--- src/rtl/boreal_spatial_mixer_pkg.sv ---
// Shared constants, FSM encoding and helpers for the boreal spatial mixer.
package boreal_spatial_mixer_pkg;

    localparam logic HOST_SEL_COEF = 1'b0;
    localparam logic HOST_SEL_OFF  = 1'b1;

    typedef enum logic [2:0] {
        StIdle,
        StMac,
        StDrain,
        StFin,
        StHold
    } state_e;

    function automatic int unsigned clog2(input int unsigned val);
        int unsigned res;
        res = 0;
        while ((64'd1 << res) < 64'(val)) res++;
        return res;
    endfunction

endpackage

--- src/rtl/boreal_spatial_mixer_if.sv ---
// Stream and host-bus signals of the boreal spatial mixer.
interface boreal_spatial_mixer_if #(
    parameter int unsigned N_IN  = 8,
    parameter int unsigned N_OUT = 2,
    parameter int unsigned DW    = 16,
    parameter int unsigned CW    = 16,
    parameter int unsigned OW    = 24
);
    import boreal_spatial_mixer_pkg::*;

    localparam int unsigned AW = clog2(N_OUT * N_IN);
    localparam int unsigned HW = (CW > DW) ? CW : DW;

    logic                  in_valid;
    logic                  in_ready;
    logic [N_IN*DW-1:0]    features;
    logic                  out_valid;
    logic                  out_ready;
    logic [N_OUT*OW-1:0]   u;
    logic                  sat_flag;
    logic                  host_we;
    logic                  host_sel;
    logic [AW-1:0]         host_addr;
    logic [HW-1:0]         host_din;
    logic                  bank_swap;
    logic                  active_bank;

    modport master (
        output in_valid, features, out_ready, host_we, host_sel, host_addr, host_din, bank_swap,
        input  in_ready, out_valid, u, sat_flag, active_bank
    );

    modport slave (
        input  in_valid, features, out_ready, host_we, host_sel, host_addr, host_din, bank_swap,
        output in_ready, out_valid, u, sat_flag, active_bank
    );

endinterface

--- src/rtl/boreal_spatial_mixer_coef_dpram.sv ---
// Simple dual-port coefficient RAM: host write port, registered MAC read port, no reset.
module boreal_spatial_mixer_coef_dpram #(
    parameter int unsigned AddrW = 5,
    parameter int unsigned DataW = 16
) (
    input  logic             clk,
    input  logic             we,
    input  logic [AddrW-1:0] waddr,
    input  logic [DataW-1:0] wdata,
    input  logic             re,
    input  logic [AddrW-1:0] raddr,
    output logic [DataW-1:0] rdata
);

    logic [DataW-1:0] mem [2**AddrW];

    always_ff @(posedge clk) begin
        if (we) mem[waddr] <= wdata;
        if (re) rdata <= mem[raddr];
    end

endmodule

--- src/rtl/boreal_spatial_mixer.sv ---
// N_OUT x N_IN spatial filter with offsets, double-buffered coefficients and round/saturate.
module boreal_spatial_mixer
    import boreal_spatial_mixer_pkg::*;
#(
    parameter int unsigned N_IN  = 8,
    parameter int unsigned N_OUT = 2,
    parameter int unsigned DW    = 16,
    parameter int unsigned CW    = 16,
    parameter int unsigned ACC_W = 40,
    parameter int unsigned SHIFT = 8,
    parameter int unsigned OW    = 24
) (
    input logic                    clk,
    input logic                    rst_n,
    boreal_spatial_mixer_if.slave  bus
);

    localparam int unsigned K     = N_OUT * N_IN;
    localparam int unsigned AW    = clog2(K);
    localparam int unsigned CNT_W = clog2(K + 1);
    localparam int unsigned ROW_W = (N_OUT > 1) ? clog2(N_OUT) : 1;
    localparam int unsigned COL_W = (N_IN > 1) ? clog2(N_IN) : 1;
    localparam int unsigned PW    = CW + DW + 1;

    localparam logic signed [ACC_W:0] RND     = ((ACC_W + 1)'(1) << SHIFT) >> 1;
    localparam logic signed [ACC_W:0] SAT_MAX = {{(ACC_W - OW + 2){1'b0}}, {(OW - 1){1'b1}}};
    localparam logic signed [ACC_W:0] SAT_MIN = {{(ACC_W - OW + 2){1'b1}}, {(OW - 1){1'b0}}};

    state_e state_q, state_d;
    logic   bank_q, bank_d;
    logic   swap_pend_q, swap_pend_d;
    logic   accept;

    logic signed [DW-1:0]    z_q        [N_IN];
    logic signed [DW-1:0]    off_q      [N_IN];
    logic signed [DW-1:0]    off_snap_q [N_IN];
    logic [CNT_W-1:0]        cnt_q;
    logic [ROW_W-1:0]        row_q, rd_row_q, prod_row_q;
    logic [COL_W-1:0]        col_q, rd_col_q;
    logic                    rd_en, rd_vld_q, prod_vld_q;
    logic [CW-1:0]           coef_raw;
    logic signed [CW-1:0]    coef_rd;
    logic signed [DW:0]      diff;
    logic signed [PW-1:0]    prod_c, prod_q;
    logic signed [ACC_W-1:0] acc_q      [N_OUT];
    logic signed [ACC_W:0]   biased     [N_OUT];
    logic signed [ACC_W:0]   shifted    [N_OUT];
    logic [N_OUT*OW-1:0]     u_c, u_q;
    logic                    sat_c, sat_q, out_valid_q;
    logic                    coef_we, off_we;

    assign coef_we = bus.host_we && (bus.host_sel == HOST_SEL_COEF) && (32'(bus.host_addr) < K);
    assign off_we  = bus.host_we && (bus.host_sel == HOST_SEL_OFF) && (32'(bus.host_addr) < N_IN);
    assign rd_en   = (state_q == StMac) && (cnt_q < CNT_W'(K));

    // Host writes always target the shadow bank, so a frame in flight never sees them.
    boreal_spatial_mixer_coef_dpram #(
        .AddrW(AW + 1),
        .DataW(CW)
    ) u_coef_ram (
        .clk  (clk),
        .we   (coef_we),
        .waddr({~bank_q, bus.host_addr}),
        .wdata(bus.host_din[CW-1:0]),
        .re   (rd_en),
        .raddr({bank_q, cnt_q[AW-1:0]}),
        .rdata(coef_raw)
    );

    assign coef_rd = signed'(coef_raw);

    always_comb begin
        state_d     = state_q;
        bank_d      = bank_q;
        swap_pend_d = swap_pend_q | bus.bank_swap;
        accept      = 1'b0;
        unique case (state_q)
            StIdle: begin
                if (swap_pend_q || bus.bank_swap) begin
                    bank_d      = ~bank_q;
                    swap_pend_d = 1'b0;
                end
                if (bus.in_valid) begin
                    accept  = 1'b1;
                    state_d = StMac;
                end
            end
            StMac:   if (cnt_q == CNT_W'(K)) state_d = StDrain;
            StDrain: state_d = StFin;
            StFin:   state_d = StHold;
            StHold:  if (bus.out_ready) state_d = StIdle;
            default: state_d = StIdle;
        endcase
    end

    always_ff @(posedge clk or negedge rst_n) begin
        if (!rst_n) begin
            state_q     <= StIdle;
            bank_q      <= 1'b0;
            swap_pend_q <= 1'b0;
        end else begin
            state_q     <= state_d;
            bank_q      <= bank_d;
            swap_pend_q <= swap_pend_d;
        end
    end

    always_comb begin
        diff   = {z_q[rd_col_q][DW-1], z_q[rd_col_q]} - {off_snap_q[rd_col_q][DW-1], off_snap_q[rd_col_q]};
        prod_c = PW'(coef_rd) * PW'(diff);
    end

    // Three-stage pipe: RAM read, multiply, accumulate; DRAIN covers the last accumulate.
    always_ff @(posedge clk or negedge rst_n) begin
        if (!rst_n) begin
            cnt_q      <= '0;
            row_q      <= '0;
            col_q      <= '0;
            rd_vld_q   <= 1'b0;
            rd_row_q   <= '0;
            rd_col_q   <= '0;
            prod_vld_q <= 1'b0;
            prod_row_q <= '0;
            prod_q     <= '0;
            for (int i = 0; i < N_IN; i++) begin
                z_q[i]        <= '0;
                off_q[i]      <= '0;
                off_snap_q[i] <= '0;
            end
            for (int o = 0; o < N_OUT; o++) acc_q[o] <= '0;
        end else begin
            if (off_we) off_q[bus.host_addr[COL_W-1:0]] <= bus.host_din[DW-1:0];
            if (accept) begin
                cnt_q <= '0;
                row_q <= '0;
                col_q <= '0;
                for (int i = 0; i < N_IN; i++) begin
                    z_q[i]        <= bus.features[i*DW +: DW];
                    off_snap_q[i] <= off_q[i];
                end
                for (int o = 0; o < N_OUT; o++) acc_q[o] <= '0;
            end else begin
                if (rd_en) begin
                    cnt_q <= cnt_q + 1'b1;
                    if (col_q == COL_W'(N_IN - 1)) begin
                        col_q <= '0;
                        row_q <= row_q + 1'b1;
                    end else begin
                        col_q <= col_q + 1'b1;
                    end
                end
                if (prod_vld_q) acc_q[prod_row_q] <= acc_q[prod_row_q] + ACC_W'(prod_q);
            end
            rd_vld_q   <= rd_en;
            rd_row_q   <= row_q;
            rd_col_q   <= col_q;
            prod_vld_q <= rd_vld_q;
            prod_row_q <= rd_row_q;
            if (rd_vld_q) prod_q <= prod_c;
        end
    end

    always_comb begin
        sat_c = 1'b0;
        u_c   = '0;
        for (int o = 0; o < N_OUT; o++) begin
            biased[o]  = (ACC_W + 1)'(acc_q[o]) + RND;
            shifted[o] = biased[o] >>> SHIFT;
            if (shifted[o] > SAT_MAX) begin
                u_c[o*OW +: OW] = SAT_MAX[OW-1:0];
                sat_c           = 1'b1;
            end else if (shifted[o] < SAT_MIN) begin
                u_c[o*OW +: OW] = SAT_MIN[OW-1:0];
                sat_c           = 1'b1;
            end else begin
                u_c[o*OW +: OW] = shifted[o][OW-1:0];
            end
        end
    end

    always_ff @(posedge clk or negedge rst_n) begin
        if (!rst_n) begin
            u_q         <= '0;
            sat_q       <= 1'b0;
            out_valid_q <= 1'b0;
        end else if (state_q == StFin) begin
            u_q         <= u_c;
            sat_q       <= sat_c;
            out_valid_q <= 1'b1;
        end else if (state_q == StHold && bus.out_ready) begin
            out_valid_q <= 1'b0;
        end
    end

    assign bus.in_ready    = rst_n && (state_q == StIdle);
    assign bus.out_valid   = out_valid_q;
    assign bus.u           = u_q;
    assign bus.sat_flag    = sat_q;
    assign bus.active_bank = bank_q;

endmodule

--- src/flat_wrapper.sv ---
// flat-port wrapper written by rule: the top's interface ports become plain ports
module boreal_spatial_mixer_flat import boreal_spatial_mixer_pkg::*;
#(
    parameter int unsigned N_IN  = 8,
    parameter int unsigned N_OUT = 2,
    parameter int unsigned DW    = 16,
    parameter int unsigned CW    = 16,
    parameter int unsigned ACC_W = 40,
    parameter int unsigned SHIFT = 8,
    parameter int unsigned OW    = 24
)
  (clk, rst_n, bus_in_valid, bus_features, bus_out_ready, bus_host_we, bus_host_sel, bus_host_addr, bus_host_din, bus_bank_swap, bus_in_ready, bus_out_valid, bus_u, bus_sat_flag, bus_active_bank);
  boreal_spatial_mixer_if #(.N_IN(N_IN), .N_OUT(N_OUT), .DW(DW), .CW(CW), .OW(OW)) bus_i ();
  input logic clk;
  input logic rst_n;
  input wire logic [$bits(bus_i.in_valid)-1:0] bus_in_valid;
  input wire logic [$bits(bus_i.features)-1:0] bus_features;
  input wire logic [$bits(bus_i.out_ready)-1:0] bus_out_ready;
  input wire logic [$bits(bus_i.host_we)-1:0] bus_host_we;
  input wire logic [$bits(bus_i.host_sel)-1:0] bus_host_sel;
  input wire logic [$bits(bus_i.host_addr)-1:0] bus_host_addr;
  input wire logic [$bits(bus_i.host_din)-1:0] bus_host_din;
  input wire logic [$bits(bus_i.bank_swap)-1:0] bus_bank_swap;
  output wire logic [$bits(bus_i.in_ready)-1:0] bus_in_ready;
  output wire logic [$bits(bus_i.out_valid)-1:0] bus_out_valid;
  output wire logic [$bits(bus_i.u)-1:0] bus_u;
  output wire logic [$bits(bus_i.sat_flag)-1:0] bus_sat_flag;
  output wire logic [$bits(bus_i.active_bank)-1:0] bus_active_bank;
  assign bus_i.in_valid = bus_in_valid;
  assign bus_i.features = bus_features;
  assign bus_i.out_ready = bus_out_ready;
  assign bus_i.host_we = bus_host_we;
  assign bus_i.host_sel = bus_host_sel;
  assign bus_i.host_addr = bus_host_addr;
  assign bus_i.host_din = bus_host_din;
  assign bus_i.bank_swap = bus_bank_swap;
  assign bus_in_ready = bus_i.in_ready;
  assign bus_out_valid = bus_i.out_valid;
  assign bus_u = bus_i.u;
  assign bus_sat_flag = bus_i.sat_flag;
  assign bus_active_bank = bus_i.active_bank;
  boreal_spatial_mixer #(.N_IN(N_IN), .N_OUT(N_OUT), .DW(DW), .CW(CW), .ACC_W(ACC_W), .SHIFT(SHIFT), .OW(OW)) u_core (.clk(clk), .rst_n(rst_n), .bus(bus_i));
endmodule
--- config.mk ---
export PLATFORM = sky130hd
export DESIGN_NAME = boreal_spatial_mixer_flat
export DESIGN_NICKNAME = d
export VERILOG_FILES = /design/src/rtl/boreal_spatial_mixer_pkg.sv /design/src/rtl/boreal_spatial_mixer_if.sv /design/src/rtl/boreal_spatial_mixer_coef_dpram.sv /design/src/rtl/boreal_spatial_mixer.sv /design/src/flat_wrapper.sv
export SDC_FILE = /design/constraint.sdc
export NUM_CORES = 2
export LEC_CHECK = 0
export CORE_UTILIZATION = 45
export DETAILED_ROUTE_END_ITERATION = 8
export SLEW_MARGIN = 20
export SYNTH_ARGS = -nofsm -noshare
export SYNTH_HDL_FRONTEND = slang
export SYNTH_HIERARCHICAL = 1
export SYNTH_SLANG_ARGS = --single-unit
--- constraint.sdc ---
create_clock -name clk -period 14.3 [get_ports clk]
set_input_delay 2.86 -clock clk [delete_from_list [all_inputs] [get_ports clk]]
set_output_delay 2.86 -clock clk [all_outputs]
set_load 0.005 [all_outputs]
==> metrics.md <==
| Metric | Value |
|---|---|
| Crit Path Category | reg2reg |
| Via density | 5.37 |
| Fin Clk Skew | 0.110 ns |
| RePlAce Congestion | 0.851 |
| DRC Markers | 0 |
| Synthesis-stage register bit count | 1096 |
| Syn Inst Count | 5065 |
| Most used DFF post-synth | dfrtp_1 |
| Worst Path Max Fanout | 44 |
| Post-synthesis cell area | 59100 um^2 |
| Clk slew on worst S/H paths | 0.06 ns |
| Initial antenna violation count | 6 |
| Vias in the first global route | 38.8k |
| Worst setup margin | 3.33 ns |
| Synthesized Nets | 5643 |
| Clock tree buffer depth | 3 |
| H-tree levels | 3 |
| Share of cells above drive strength 1 | 11.2% |
| Final TNS setup | 0 ns |
| Initial Util | 45.5% |
| Non-filler instance count after layout | 7083 |
| I/O pins | 207 |
| Setup violators final | 0 |
| DP HPWL | 96700 um |
| Final period utilization | 76.7% |
| Ys async rst share | 51.8% |
| Post_cts resized | 0 |
| Critical Path RT | 14.94 ns |
| Crit. End Element | flop |
| Finished Core Util | 51.4% |
| Worst EP arrival | 11.61 ns |
| Top cell type's share of synthesized area | 26.8% |
| Clock Sinks | 1096 |
| Grt ovf | 0 |
| PortBufs | 206 |
| Max Slew Vio Count | 0 |
| DIE WIDTH | 364 um |
| Post-Syn Area per Cell | 11.7 um^2 |
| Area leader, netlist | edfxtp_1 |
| Post-CTS Setup Bufs | 0 |
| Number of cells after detailed placement | 6864 |
| CTS Hold Buffers Added | 0 |
| Core ar. | 130000 um^2 |
| Largest net degree at the start of global routing | 203 |
| Count of flip-flops with a built-in enable after synthesis | 528 |
| Max_slew headroom | 21.3% |
| Startpoint types | flop |
| Worst path slowest cell | dfrtp_4 |
| Number of max-cap violations | 0 |
| Tmin final | 10.97 ns |
| Die Span Y | 364 um |
| TritonCTS clock tree | yes |
| Detail Route Antenna Nets | 0 |
| Fmax | 91.2 MHz |
| Top cells by count, synth | 1069 x nand2_1, 568 x dfrtp_1, 528 x edfxtp_1 |
| Iter 0 DRT Violations | 2798 |
| First-pass GRT wire length | 229000 um |
| Slew @ Worst Pin | 1.18 ns |
| Via Count | 38.0k |
| Ranking of synthesized cells by area | edfxtp_1 27%, dfrtp_1 24%, fa_1 9.4% |
| Clk_lat worst skew | 0.77 ns |
| Pre-CTS setup slack | 3.19 ns |
| Worst path max stage delay | 1.06 ns |
| Per-cell routed wire length | 20.7 um |
| Final Hold Viols | 0 |
| CTS root buffer | clkbuf_16 |
| Sequential-to-total area share from yosys stat | 50.9% |
| Nets | 5818 |
| Syn. warnings | 6 |
| Status | complete, no violations |
| Most numerous cell on the critical path | fa_1 |
| RSZ-0062 raised after global routing | false |
| Num CTS Buffers | 116 |
| Row count | 132 |
| Hold WC Path Type | reg2reg |
| WL final | 147000 um |
| Full die area | 133000 um^2 |
| Synth unique cells | 87 |
| Drt first pass iters | 7 |
| Most frequent cell after synthesis | nand2_1 |
| Area grow syn2layout | 12.9% |
| GRT Total Usage | 22.4% |
[cell type report]
class / instances / area (um^2)
tap: 1742 / 2180
inverter: 359 / 1350
multi-input combinational: 3355 / 26400
sequential: 1096 / 30100
fill: 11600 / 63100
antenna: 4 / 10.0
clock inverter: 49 / 571
timing repair buffer: 312 / 2880
clock buffer: 166 / 3240
[flip-flops by register name, summed over array words and instances, names as in the netlist, 3 cells and up]
signal,flops
u_core/u_coef_ram/rdata,16
u_core/u_coef_ram/mem,512
u_core/rd_col_q,3
u_core/off_q,128
u_core/off_snap_q,128
u_core/bus.u,48
u_core/cnt_q,5
u_core/prod_q,33
u_core/col_q,3
u_core/acc_q,80
u_core/state_q,3
u_core/z_q,128
[per-stage QoR]
| step | hold slack (ns) | area (um^2) |
|---|---|---|
| floorplan | 0.331 | 59100 |
| global placement | 0.333 | 62900 |
| detailed placement | 0.336 | 62900 |
| CTS | 0.350 | 66700 |
| global route | 0.360 | 66700 |
| finish | 0.347 | 66700 |
[final timing paths]
check | start | endpoint | slack (ns) | cells after the start
setup / recovery | u_core/rd_col_q[0]$_DFF_PN0_ | u_core/prod_q[32]$_DFFE_PN0P_ | 3.33 | 35
hold / removal | u_core/rd_row_q$_DFF_PN0_ | u_core/prod_row_q$_DFF_PN0_ | 0.35 | 0
setup reg to reg | u_core/rd_col_q[0]$_DFF_PN0_ | u_core/prod_q[32]$_DFFE_PN0P_ | 3.33 | 35
hold reg to reg | u_core/rd_row_q$_DFF_PN0_ | u_core/prod_row_q$_DFF_PN0_ | 0.35 | 0
max in group asynchronous | rst_n | u_core/off_q[53]$_DFFE_PN0P_ | 9.04 | 4
min in group asynchronous | rst_n | u_core/bus.u[43]$_DFFE_PN0P_ | 2.14 | 1
[worst max-delay path: cells and delay by family (launching register included)]
kind / cells / cell delay [ns]
fa+ha+maj: 8 / 3.73
xor+xnor: 1 / 0.14
simple gates: 2 / 0.47
compound gates: 15 / 2.84
buf+inv: 6 / 1.45
mux: 3 / 1.14
flops: 1 / 1.06
[placed cells by master (no fill, tap or decap), types with 159 or more instances in the layout]
| master | n |
|---|---|
| nand2_1 | 1068 |
| dfrtp_1 | 563 |
| edfxtp_1 | 528 |
| inv_1 | 359 |
| fa_1 | 278 |
| mux2i_1 | 277 |
| mux2_2 | 212 |
| clkdlybuf4s50_1 | 205 |
| nor2_1 | 172 |
| a21oi_1 | 159 |
[metal layers]
layer	up-vias	routed length, um	GRT usage (%)
li1	17700	-	-
met1	19400	65500	30.6
met2	770	71500	37.4
met3	218	6060	2.78
met4	0	3920	6.62
met5	-	0	0
[kinds of logic (layout without fill, tap and decap cells)]
family | count (synthesis) | after routing | synth area share, %
buf+inv | 614 | 886 | 4.53
flops | 1096 | 1096 | 50.9
other cells | 0 | 4 | 0
fa+ha+maj | 423 | 423 | 12.5
xor+xnor | 132 | 132 | 1.96
simple gates | 1686 | 1686 | 12.5
mux | 553 | 553 | 11.2
compound gates | 561 | 561 | 6.44
Power is left out: the tool's default activity adds up to more than one toggle a clock period on the data nets, which glitch-free logic cannot reach.
==> RTL change: new RTL, same flow settings <==
`prod_row_q` no longer has a reset.
--- a/src/rtl/boreal_spatial_mixer.sv
+++ b/src/rtl/boreal_spatial_mixer.sv
@@ -122,3 +122,2 @@
             prod_vld_q <= 1'b0;
-            prod_row_q <= '0;
             prod_q     <= '0;
@@ -157,5 +156,8 @@
             prod_vld_q <= rd_vld_q;
-            prod_row_q <= rd_row_q;
             if (rd_vld_q) prod_q <= prod_c;
         end
+    end
+
+    always_ff @(posedge clk) begin
+        prod_row_q <= rd_row_q;
     end
Behaviour: no difference found for any inputs over 4 cycles, from zero or initial values and one cycle with rst_n low; that may be too few to reach the edited logic, so the function may still have changed.
==> RTL change against the original RTL <==
Core utilization is 0.10 points higher. Fmax is 1.6% lower. First-iteration DRC count is 0.82% lower. Sequential cell count stayed put. Global-route usage is 0.20 points lower. Design area is 0.20% higher. Routed wire length is 0.59% lower. Synthesized cell count stayed put. Area after synthesis hardly changed. Setup slack worse by 170 ps. Clock skew is 6.1 ps lower.
Power is not shown: default switching activity piles up to over one toggle a cycle in this logic, so the estimate is an artifact.
==> RTL change: results (changes against the original RTL) <==
- Sequential element share of the synthesized area: 50.9% (about the same)
- Instance area after placement: 62900 sq um (about the same)
- Max-Slew Margin vs Limit: 15.5% (-5.8 points)
- Worst-case setup slack after placement: 3030 ps (-163 ps)
- Largest cells by area after synthesis: edfxtp_1 27%, dfrtp_1 24%, fa_1 9.4%
- Worst-case register-to-register setup slack: 3160 ps (-170 ps)
- Starting DRT DRC Count: 2775 (-0.82%)
- HPWL reported at the end of detailed placement: 95.7 mm (-1.1%)
- Number of iterations in the first detailed-routing pass: 5 (-2)
- FF-to-FF path depth: 36 (+2.9%)
- Maximum frequency from static timing analysis: 0.0897 GHz (-1.6%)
- Share of synthesized flip-flops with an asynchronous set or reset: 51.7% (-0.091 points)
- H-Tree Depth: 3 (unchanged)
- Gp weighted congestion: 0.844 (-0.86%)
- Worst hold slack across all endpoints: 364 ps (+16.3 ps)
- Final clock skew: 104 ps (-6.12 ps)
- DP Cell Count: 6860 (-0.058%)
- Antenna violations before repair: 1 (-5)
- Maximum fanout encountered on the critical timing path: 35 (-20%)
- Number of distinct library cells after synthesis: 88 (+1.1%)
- Clock Tree Buf Depth: 3 (unchanged)
- Average routed wire per standard cell: 20.6 um (-0.56%)
- Final Net Count: 5813 (-0.086%)
- Met1 Routed Length: 65.8 mm (+0.48%)
- DR WL met3: 5.55 mm (-8.3%)
- Wire length of the first global-routing pass: 227 mm (-0.68%)
- GRT Overall Usage: 22.2% (-0.20 points)
- Count of fill cells added during filler insertion: 11400 (-1.3%)
- Share of cells above drive strength 1: 11.4% (+0.21 points)
- Routed length on met2: 71.1 mm (-0.49%)
- Highest cell delay on the worst timing path: 880 ps (-180 ps)
- Via-per-instance ratio: 5.37 (about the same)
- Most used standard cells in the synthesized netlist: 1069 x nand2_1, 567 x dfrtp_1, 528 x edfxtp_1
- Routed wire length: 146 mm (-0.59%)
- Worst Hold End: u_core/prod_row_q$_DFF_P_
- Arrival time reported for the critical path endpoint: 11780 ps (+170 ps)
- Number of global-route vias before repair: 38500 (-0.78%)
- Status: completed
- Number of buffers added by the clock tree synthesis step: 115 (-0.86%)
- Pin count of the biggest net entering global routing: 223 (+9.9%)
- Launch point of the worst path: u_core/rd_col_q[0]$_DFF_PN0_
[RTL change: routing by layer]
| layer | global-route usage [%] | up-vias |
|---|---|---|
| met2 | 37.3 | 745 |
| li1 | - | 17700 |
| met4 | 5.94 | 0 |
| met5 | 0 | - |
| met1 | 30.3 | 19400 |
| met3 | 2.89 | 199 |
[RTL change: layout make-up]
class                   count  area, sq um  area share, %
multi-input cells        3355        26400           39.5
clock buffers             148         3150           4.72
well taps                1742         2180           3.26
repair buffers            308         2890           4.32
diodes                      2         5.00        0.00749
clock inverters            71          787           1.18
inverters                 359         1350           2.02
flip-flops and latches   1096        30100           45.0
[RTL change: kinds of logic after synthesis]
| family | count (synthesis) | share of synthesized area, % |
|---|---|---|
| adders and majority gates | 423 | 12.5 |
| xor gates and xnor gates | 132 | 1.96 |
| muxes | 553 | 11.2 |
| AOI/OAI and AO/OA | 561 | 6.44 |
| and+or+nand+nor | 1686 | 12.5 |
| DFF | 1096 | 50.9 |
| buffers and inverters | 614 | 4.53 |
